[config.mk]
export PLATFORM = sky130hd
export DESIGN_NAME = fft_bfly_last_stage_pipe
export DESIGN_NICKNAME = d
export VERILOG_FILES = /design/src/rtl/fft_pkg.sv /design/src/rtl/fft_bfly2.sv /design/src/rtl/fft_bfly_last_stage_pipe.sv
export SDC_FILE = /design/constraint.sdc
export NUM_CORES = 2
export LEC_CHECK = 0
export ABC_AREA = 1
export CORE_AREA = 5 5 402 404
export CTS_CLUSTER_SIZE = 14
export DETAILED_ROUTE_END_ITERATION = 6
export DIE_AREA = 0 0 407 409
export PLACE_DENSITY = 0.71
export SLEW_MARGIN = 20
export SYNTH_ARGS = -nofsm -noshare
export SYNTH_HDL_FRONTEND = slang
export SYNTH_SLANG_ARGS = --single-unit
[constraint.sdc]
create_clock -name clk -period 28.4 [get_ports clk]
set_clock_uncertainty 0.15 [all_clocks]
set_input_delay 7.1 -clock clk [delete_from_list [all_inputs] [get_ports clk]]
set_output_delay 7.1 -clock clk [all_outputs]
set_load 0.05 [all_outputs]
[src/rtl/fft_pkg.sv]
// Shared helpers for the FFT datapath: complex packing positions, index
// bit-reversal and a constant log2 for sizing.
package fft_pkg;

    // Number of bits needed to index n items (n >= 1).
    function automatic int clog2(input int n);
        int r;
        r = 32'sd0;
        for (int v = 32'sd1; v < n; v = v * 32'sd2) begin
            r = r + 32'sd1;
        end
        return r;
    endfunction

    // Reverse the low nbits bits of idx.
    function automatic int bitrev(input int idx, input int nbits);
        int r;
        r = 32'sd0;
        for (int b = 32'sd0; b < nbits; b++) begin
            if (((idx >> b) & 32'sd1) != 32'sd0) begin
                r = r | (32'sd1 << (nbits - 32'sd1 - b));
            end
        end
        return r;
    endfunction

    // LSB position of the real component of element k (real sits in the upper half).
    function automatic int re_lsb(input int k, input int dw);
        return (32'sd2 * k + 32'sd1) * dw;
    endfunction

    // LSB position of the imaginary component of element k.
    function automatic int im_lsb(input int k, input int dw);
        return 32'sd2 * k * dw;
    endfunction

endpackage

[src/rtl/fft_bfly2.sv]
// Combinational radix-2 butterfly without twiddle. Outputs carry one extra
// bit so neither the sum nor the difference can overflow.
import fft_pkg::*;

module fft_bfly2 #(
    parameter int DW = 16
) (
    input  logic [DW-1:0] i_a_re,
    input  logic [DW-1:0] i_a_im,
    input  logic [DW-1:0] i_b_re,
    input  logic [DW-1:0] i_b_im,
    output logic [DW:0]   o_sum_re,
    output logic [DW:0]   o_sum_im,
    output logic [DW:0]   o_dif_re,
    output logic [DW:0]   o_dif_im
);

    logic [DW:0] w_a_re;
    logic [DW:0] w_a_im;
    logic [DW:0] w_b_re;
    logic [DW:0] w_b_im;

    // Sign-extend operands by one bit before add/sub.
    always_comb begin
        w_a_re = {i_a_re[DW-1], i_a_re};
        w_a_im = {i_a_im[DW-1], i_a_im};
        w_b_re = {i_b_re[DW-1], i_b_re};
        w_b_im = {i_b_im[DW-1], i_b_im};
    end

    // Sum and difference, real and imaginary handled independently.
    always_comb begin
        o_sum_re = w_a_re + w_b_re;
        o_sum_im = w_a_im + w_b_im;
        o_dif_re = w_a_re - w_b_re;
        o_dif_im = w_a_im - w_b_im;
    end

endmodule

[src/rtl/fft_bfly_last_stage_pipe.sv]
// Final radix-2 FFT butterfly stage, two-register pipeline with valid/ready.
// S1 holds the full-precision butterfly results, S2 the narrowed, shifted
// and optionally bit-reversed frame.
// Build option: FFT_BFLY_SAT_EN selects saturating narrowing; without it the
// narrowing wraps (legacy behaviour). Overflow is flagged either way.
import fft_pkg::*;

module fft_bfly_last_stage_pipe #(
    parameter int N_POINTS  = 16,
    parameter int DW        = 16,
    parameter int OUT_SHIFT = 4,
    parameter int CNT_W     = 8
) (
    input  logic                        clk,
    input  logic                        rst,
    input  logic                        in_valid,
    output logic                        in_ready,
    input  logic [N_POINTS*2*DW-1:0]    in_data,
    input  logic                        bitrev_en,
    output logic                        out_valid,
    input  logic                        out_ready,
    output logic [N_POINTS*2*DW-1:0]    out_data,
    output logic [CNT_W-1:0]            frame_cnt,
    output logic                        ovf_flag
);

    localparam int LOG2N = clog2(N_POINTS);
    localparam int FW    = N_POINTS * 2 * DW;

    // Butterfly outputs, full precision
    logic [DW:0]            w_bf_re  [N_POINTS];
    logic [DW:0]            w_bf_im  [N_POINTS];

    // Stage 1 registers
    logic                   r_s1_valid;
    logic                   r_s1_bitrev;
    logic [DW:0]            r_s1_re  [N_POINTS];
    logic [DW:0]            r_s1_im  [N_POINTS];

    // Narrowed/shifted results in natural order, and the reordered frame
    logic [DW-1:0]          w_sc_re  [N_POINTS];
    logic [DW-1:0]          w_sc_im  [N_POINTS];
    logic [2*N_POINTS-1:0]  w_ovf;
    logic [FW-1:0]          w_s2_data;

    // Stage 2 registers and status
    logic                   r_s2_valid;
    logic [FW-1:0]          r_s2_data;
    logic [CNT_W-1:0]       r_frame_cnt;
    logic                   r_ovf;

    logic                   w_s1_ready;
    logic                   w_s2_ready;

    // Pipeline flow control: a stage may load when empty or when it drains this cycle.
    always_comb begin
        w_s2_ready = !r_s2_valid || out_ready;
        w_s1_ready = !r_s1_valid || w_s2_ready;
    end

    // Adjacent-pair butterflies (2m, 2m+1)
    for (genvar m = 0; m < N_POINTS / 2; m++) begin : g_bfly
        fft_bfly2 #(.DW(DW)) u_bfly2 (
            .i_a_re   (in_data[re_lsb(2*m,   DW) +: DW]),
            .i_a_im   (in_data[im_lsb(2*m,   DW) +: DW]),
            .i_b_re   (in_data[re_lsb(2*m+1, DW) +: DW]),
            .i_b_im   (in_data[im_lsb(2*m+1, DW) +: DW]),
            .o_sum_re (w_bf_re[2*m]),
            .o_sum_im (w_bf_im[2*m]),
            .o_dif_re (w_bf_re[2*m+1]),
            .o_dif_im (w_bf_im[2*m+1])
        );
    end

    // S1: capture butterfly results and the ordering mode on the input handshake.
    always_ff @(posedge clk or posedge rst) begin
        if (rst) begin
            r_s1_valid  <= 1'b0;
            r_s1_bitrev <= 1'b0;
            for (int k = 0; k < N_POINTS; k++) begin
                r_s1_re[k] <= '0;
                r_s1_im[k] <= '0;
            end
        end else if (w_s1_ready) begin
            r_s1_valid <= in_valid;
            if (in_valid) begin
                r_s1_bitrev <= bitrev_en;
                for (int k = 0; k < N_POINTS; k++) begin
                    r_s1_re[k] <= w_bf_re[k];
                    r_s1_im[k] <= w_bf_im[k];
                end
            end
        end
    end

    // Narrow to DW bits, then arithmetic shift (floor) with sign replication.
    for (genvar k = 0; k < N_POINTS; k++) begin : g_scale
        logic [DW-1:0] w_nar_re;
        logic [DW-1:0] w_nar_im;

        // A (DW+1)-bit value fits in DW bits only if its top two bits agree.
        assign w_ovf[2*k]   = r_s1_re[k][DW] ^ r_s1_re[k][DW-1];
        assign w_ovf[2*k+1] = r_s1_im[k][DW] ^ r_s1_im[k][DW-1];

`ifdef FFT_BFLY_SAT_EN
        localparam logic [DW-1:0] SAT_MAX = {1'b0, {(DW-1){1'b1}}};
        localparam logic [DW-1:0] SAT_MIN = {1'b1, {(DW-1){1'b0}}};
        assign w_nar_re = w_ovf[2*k]   ? (r_s1_re[k][DW] ? SAT_MIN : SAT_MAX) : r_s1_re[k][DW-1:0];
        assign w_nar_im = w_ovf[2*k+1] ? (r_s1_im[k][DW] ? SAT_MIN : SAT_MAX) : r_s1_im[k][DW-1:0];
`else
        assign w_nar_re = r_s1_re[k][DW-1:0];
        assign w_nar_im = r_s1_im[k][DW-1:0];
`endif

        assign w_sc_re[k] = $signed(w_nar_re) >>> OUT_SHIFT;
        assign w_sc_im[k] = $signed(w_nar_im) >>> OUT_SHIFT;
    end

    // Reorder: bit reversal is its own inverse, so output g reads result bitrev(g).
    for (genvar g = 0; g < N_POINTS; g++) begin : g_order
        localparam int SRC = bitrev(g, LOG2N);
        assign w_s2_data[re_lsb(g, DW) +: DW] = r_s1_bitrev ? w_sc_re[SRC] : w_sc_re[g];
        assign w_s2_data[im_lsb(g, DW) +: DW] = r_s1_bitrev ? w_sc_im[SRC] : w_sc_im[g];
    end

    // S2: take the processed frame whenever S2 is free or draining; hold while stalled.
    always_ff @(posedge clk or posedge rst) begin
        if (rst) begin
            r_s2_valid <= 1'b0;
            r_s2_data  <= '0;
        end else if (w_s2_ready) begin
            r_s2_valid <= r_s1_valid;
            if (r_s1_valid) begin
                r_s2_data <= w_s2_data;
            end
        end
    end

    // Sticky overflow, evaluated as a frame moves from S1 into S2.
    always_ff @(posedge clk or posedge rst) begin
        if (rst) begin
            r_ovf <= 1'b0;
        end else if (r_s1_valid && w_s2_ready && (|w_ovf)) begin
            r_ovf <= 1'b1;
        end
    end

    // Delivered-frame counter, wraps naturally.
    always_ff @(posedge clk or posedge rst) begin
        if (rst) begin
            r_frame_cnt <= '0;
        end else if (r_s2_valid && out_ready) begin
            r_frame_cnt <= r_frame_cnt + {{(CNT_W-1){1'b0}}, 1'b1};
        end
    end

    assign in_ready  = w_s1_ready;
    assign out_valid = r_s2_valid;
    assign out_data  = r_s2_data;
    assign frame_cnt = r_frame_cnt;
    assign ovf_flag  = r_ovf;

endmodule
==> results_dict.tcl <==
set metrics [dict create \
    status "finished, violations left" \
    violations "design-rule violations" \
    cts_resized 0 \
    clk-insertion-delay-late_ps 740 \
    place_inst 11905 \
    synth_simple_gate_area_share_pct 30.4 \
    crit_chain "clkdlybuf4s50_1, inv_1, nand3_2, clkdlybuf4s50_1" \
    tightest_slew_ps 1110 \
    die_x_microns 407 \
    rows 146 \
    grt_usage_pct 30.2 \
    drive_gt1_share_pct 2.45 \
    finalMaxSlewViolations 0 \
    setup_viol 0 \
    vias 63117 \
    worst_slack_ps 12180 \
    cts_tree "yes" \
    p_total_mw 6.23 \
    yosysSeqAreaShare_pct 33.0 \
    synthXorXnorAreaFrac_pct 1.46 \
    fin_util_pct 47.9 \
    dieArea_sq_um 166000 \
    drt_iter0_markers 5642 \
    grt_pass1_vias 59528 \
    p_leak_nw 38.8 \
    relSlewSlack_pct 25.4 \
    syn_area_per_cell_sq_um 6.64 \
    whs_path_depth 2 \
    peakVddDrop_mv 0.0768 \
    final_cells 12107 \
    fp.dieH_microns 409 \
    antenna_found_initial 36 \
    synth.ff_latch_count 812 \
    max_freq_mhz 61.6 \
    setup_tns_ps 0 \
    cts-htree-levels 3 \
    grt_max_degree 216 \
    reg2reg_depth 7 \
    cp.required_ps 21150 \
    synthTopCellsByArea "dfrtp_1 33%, nand2_1 20%, ha_1 9.8%" \
    syn_nets 10278 \
    period_minus_slack_ps 16220 \
    fin_nets 10932 \
    synthDistinctLibCells 32 \
    wirelength_microns 261000 \
    drv_cap 0 \
    async_reset_ff_share_pct 100 \
    first_pass_iters 7 \
    cts_hold_buf 0 \
    ff2ff_setup_slack_ps 23930 \
    cpMostUsedCell "clkdlybuf4s50_1" \
    hp-start "g_scale[0].w_nar_im[6]" \
    core_sq_um 157000 \
    dp_slack_ps 12140 \
    worstSetupStartpointType "input pin" \
    clockRootBuffer "clkbuf_16" \
    startpoint "out_ready" \
    synth_compound_area_share_pct 13.6 \
    grt_setup_unrepaired "no" \
    grt_pass1_wl_microns 382000 \
    syn2layout_area_growth_pct 22.6 \
    critPathKind "input pin to primary output" \
    post_cts.repair.setup_buffers 0 \
    avgViaCountPerCell 5.21 \
    clock_sinks 812 \
    ys_top_cells_by_count "3244 x nand2_1, 1144 x inv_1, 812 x dfrtp_1" \
    synth_adder_area_share_pct 9.77 \
    endpoint_kind "primary output" \
    synth_most_common_cell "nand2_1" \
    hold_viol 0 \
    wl_per_cell_microns 21.6 \
    netlist_area_sq_um 61600 \
    power.density_nw_per_um2 82.6 \
    hpwl_microns 209000 \
    synth.mux.area_fraction_pct 0 \
    crit_path_top_delay_cell "clkdlybuf4s50_1" \
    portBuffers 1039 \
    synth_edf_count 0 \
    postRouteAntennaNets 0 \
    fin_area_sq_um 75500 \
    finalCritPeriodShare_pct 57.1 \
    postPlaceCellArea_sq_um 72000 \
    overflow 0 \
    routabilityCongestion 0.995 \
    synthFlopType "dfrtp_1" \
    r2r-end "g_scale[3].w_nar_im[11]" \
    worstHoldEndpoint "out_data[2]" \
    worst_ep_arrival_time_ps 8970 \
    r2r-start "out_valid" \
    cts_buffer_depth 3 \
    yosys.area.top_type "dfrtp_1" \
    syn_inst 9280 \
    synth_top_area_share_pct 33.0 \
    path_buf_inv 3 \
    yosysWarningCount 0 \
    holdCritPathClass "flop to flop" \
    cts_made_buffers 98 \
    drc 3 \
    clk_pin_slew_ps 70 \
    max_stage_delay_ps 860 \
    hold_ws_ps 313 \
    synth_top_family_by_area "simple AND/OR/NAND/NOR gates" \
    critPathTopFamily "buffers and inverters" \
    critPathMaxFanout 3 \
    io_pins 1040 \
    start_util_pct 39.1 \
]
-- state kept, by name, summed over array words and instances (netlist names) --
register,flops
r_s1_im,16
r_s1_re,16
ovf_flag,1
out_valid,1
out_data,384
r_s1_valid,1
frame_cnt,8
g_scale.w_nar_re,192
r_s1_bitrev,1
g_scale.w_nar_im,192
-- cells in the final DEF (no fill, tap or decap), types with 88 or more instances in the layout --
cell / n
nand3_1: 640
nand2_1: 3244
clkbuf_16: 98
o21ai_0: 754
nor3_1: 88
clkdlybuf4s50_1: 1038
ha_1: 481
dfrtp_1: 811
xor2_1: 88
o21bai_1: 123
inv_1: 1143
a21oi_1: 494
nor2_1: 542
-- worst max-delay path by stage --
| stage | endpoint | slack [ps] | depth (start not counted) |
|---|---|---|---|
| 4_1_cts | in_ready | 12140 | 4 |
| 2_1_floorplan | frame_cnt[0] | 10000 | 1 |
| 6_report | in_ready | 12180 | 4 |
| 5_1_grt | in_ready | 12120 | 4 |
| 3_5_place_dp | in_ready | 12140 | 4 |
| 3_3_place_gp | in_ready | 12130 | 4 |
-- layout make-up --
cell class | count | area, sq um
flip-flops and latches | 812 | 20300
well taps | 2072 | 2590
clock buffers | 133 | 2770
fillers | 16013 | 82000
inverters | 1152 | 4340
clock inverters | 52 | 676
repair buffers | 1070 | 10700
diodes | 16 | 40.0
multi-input cells | 6800 | 34000
-- layer usage --
metal	part of all wire, %	GRT usage (%)	vias up
met5	0.055	0	-
met4	4.8	12.5	22
met3	6.6	5.10	375
met2	45	47.8	2213
met1	44	40.8	29820
li1	-	-	30687
-- worst min-delay path, stage by stage, from the launching register on --
cell and delay, ps:
dfrtp_1 340, nand2_1 50, nand2_1 40
-- kinds of logic after synthesis --
kind of cell / after synthesis
adder cells (fa/ha/maj): 481
AND/OR/NAND/NOR: 4652
flip-flops: 812
buffers and inverters: 1668
AO/OA/AOI/OAI: 1564
XOR/XNOR: 103
-- report_power, final --
part	switching [mW]	internal (mW)	leakage (nW)	total [mW]
clock network	0.564	0.792	1.67	1.36
logic	2.13	0.900	27.2	3.03
registers	0.351	1.50	9.91	1.85
Power figures use the tool's default switching activity.
==> edit, RTL diff (same settings) <==
Build with the macro `FFT_BFLY_SAT_EN` defined.
--- a/src/rtl/fft_bfly_last_stage_pipe.sv
+++ b/src/rtl/fft_bfly_last_stage_pipe.sv
@@ -3,6 +3,8 @@
 // and optionally bit-reversed frame.
 // Build option: FFT_BFLY_SAT_EN selects saturating narrowing; without it the
 // narrowing wraps (legacy behaviour). Overflow is flagged either way.
+`define FFT_BFLY_SAT_EN
+
 import fft_pkg::*;
 
 module fft_bfly_last_stage_pipe #(
Behaviour: not the same (Yosys sat finds a counterexample within 4 cycles, from zero or initial values and one cycle with rst high).
==> edit against the unedited design <==
Total power is 7.1% higher; sequential cell count stayed put; final area is 1.4% higher; area after synthesis is 2.3% higher; synthesized cell count is 0.81% lower; non-clock buffer count is 1 higher; routed wire length is 5.0% higher; fmax is 0.81% higher; worst hold slack hardly changed; count of clock-buffer cells in the layout is 4 lower; worst setup slack better by 130 ps; die area stayed put; critical path type unchanged; critical endpoint unchanged; largest power group unchanged.
==> edit: results (changes against the unedited design) <==
* Post-route cell area at 76570 um^2 (was 75500 um^2)
* Maximum VDD drop at 71.43 uV (was 76.83 uV)
* Via density at 5.414 (was 5.213)
* Buffering overhead at 14.00% (was 14.17%)
* Clock network area share at 4.376% (was 4.569%)
* WL per Instance at 22.96 um (was 21.58 um)
* Inverters at 1044 (was 1152)
* GRT Util Overall at 31.70% (was 30.16%)
* Final GP Congestion at 0.9788 (was 0.9954)
* Total combinational power at 3.50 mW (was 3.03 mW)
* Top cells by area, synth: dfrtp_1 32%, nand2_1 14%, ha_1 9.9% (was dfrtp_1 33%, nand2_1 20%, ha_1 9.8%)
* Layout cells sized above 1 at 2.200% (was 2.445%)
* Vias at 64692 (was 63117)
* Status: complete, no violations (was finished with violations)
* Initial antenna violation count at 21 (was 36)
* Layout fillers at 15869 (was 16013)
* Sequential fraction of the synthesis area at 32.26% (was 32.99%)
* Post-DP Area at 73180 um^2 (was 71980 um^2)
* Syn Area/Cell at 6.843 um^2 (was 6.638 um^2)
* Seq area share at 26.54% (was 26.92%)
* Drt initial violations at 5316 (was 5642)
* Multi-input gates at 6764 (was 6800)
* Number of global-route vias before repair at 61574 (was 59528)
* Ranking of synthesized cells by instance count: 2417 x nand2_1, 1042 x inv_1, 952 x nor2_1 (was 3244 x nand2_1, 1144 x inv_1, 812 x dfrtp_1)
* First-pass GRT wire length at 399100 um (was 382100 um)
* Critical Path AT at 8840 ps (was 8970 ps)
* DP HPWL at 223000 um (was 209300 um)
* Multi-input combinational area share at 46.51% (was 45.10%)
* Buffers excl. clock at 1071 (was 1070)
* Leak pwr at 37.66 nW (was 38.83 nW)
* Syn Nets at 10219 (was 10278)
* Largest net degree at the start of global routing at 252 (was 216)
* Crit-path max cell delay at 830 ps (was 860 ps)
* TritonCTS Buffers at 95 (was 98)
* Clock latency on the worst-skew pair at 700 ps (was 740 ps)
-- edit: cell count changes in the layout (fill, tap and decap cells not counted), moves of 11 or more --
cell     change
nand2_1    -827
o22a_1     +264
nand3_1     -11
o22ai_1     -51
o21ai_0     +62
xor2_1      +30
inv_1      -102
a31oi_1    +108
nor2_1     +410
ha_1        +16
-- edit: logic make-up (layout without fill, tap and decap cells) --
family / count (synthesis) / count (layout) / share of synthesized area [%]
compound gates: 1920 / 1920 / 17.73
xor+xnor: 123 / 123 / 1.710
fa+ha+maj: 497 / 497 / 9.872
buf+inv: 1629 / 2287 / 11.24
flops: 812 / 812 / 32.26
other cells: 0 / 14 / 0
simple gates: 4224 / 4224 / 27.19
-- edit: final timing paths --
| kind | from | slack (ps) | end | depth (start not counted) |
|---|---|---|---|---|
| min | ovf_flag$_DFFE_PP0P_ | 310 | ovf_flag$_DFFE_PP0P_ | 2 |
| max reg2reg | out_valid$_DFFE_PP0P_ | 24180 | r_s1_im[64]$_DFFE_PP0P_ | 7 |
| min in group asynchronous | rst | 6770 | r_s1_re[7]$_DFFE_PP0P_ | 2 |
| max | out_ready | 12310 | in_ready | 4 |
| max in group asynchronous | rst | 17550 | r_s1_im[72]$_DFFE_PP0P_ | 6 |
| min reg2reg | ovf_flag$_DFFE_PP0P_ | 310 | ovf_flag$_DFFE_PP0P_ | 2 |
-- edit: layer usage --
metal / global-route usage [%] / vias to the layer above / part of all wire [%]
li1: - / 31042 / -
met1: 40.30 / 30948 / 41
met2: 51.90 / 2250 / 46
met3: 6.128 / 438 / 7.3
met4: 14.84 / 14 / 5.5
met5: 0 / - / 0.034
-- edit: worst reg2reg max path, cell delays in order, from the launching register on --
cell,delay (ps)
dfrtp_1,460
nand3_2,190
nand2_8,390
inv_8,780
buf_12,700
buf_4,910
nand3_1,460
nand2_1,120
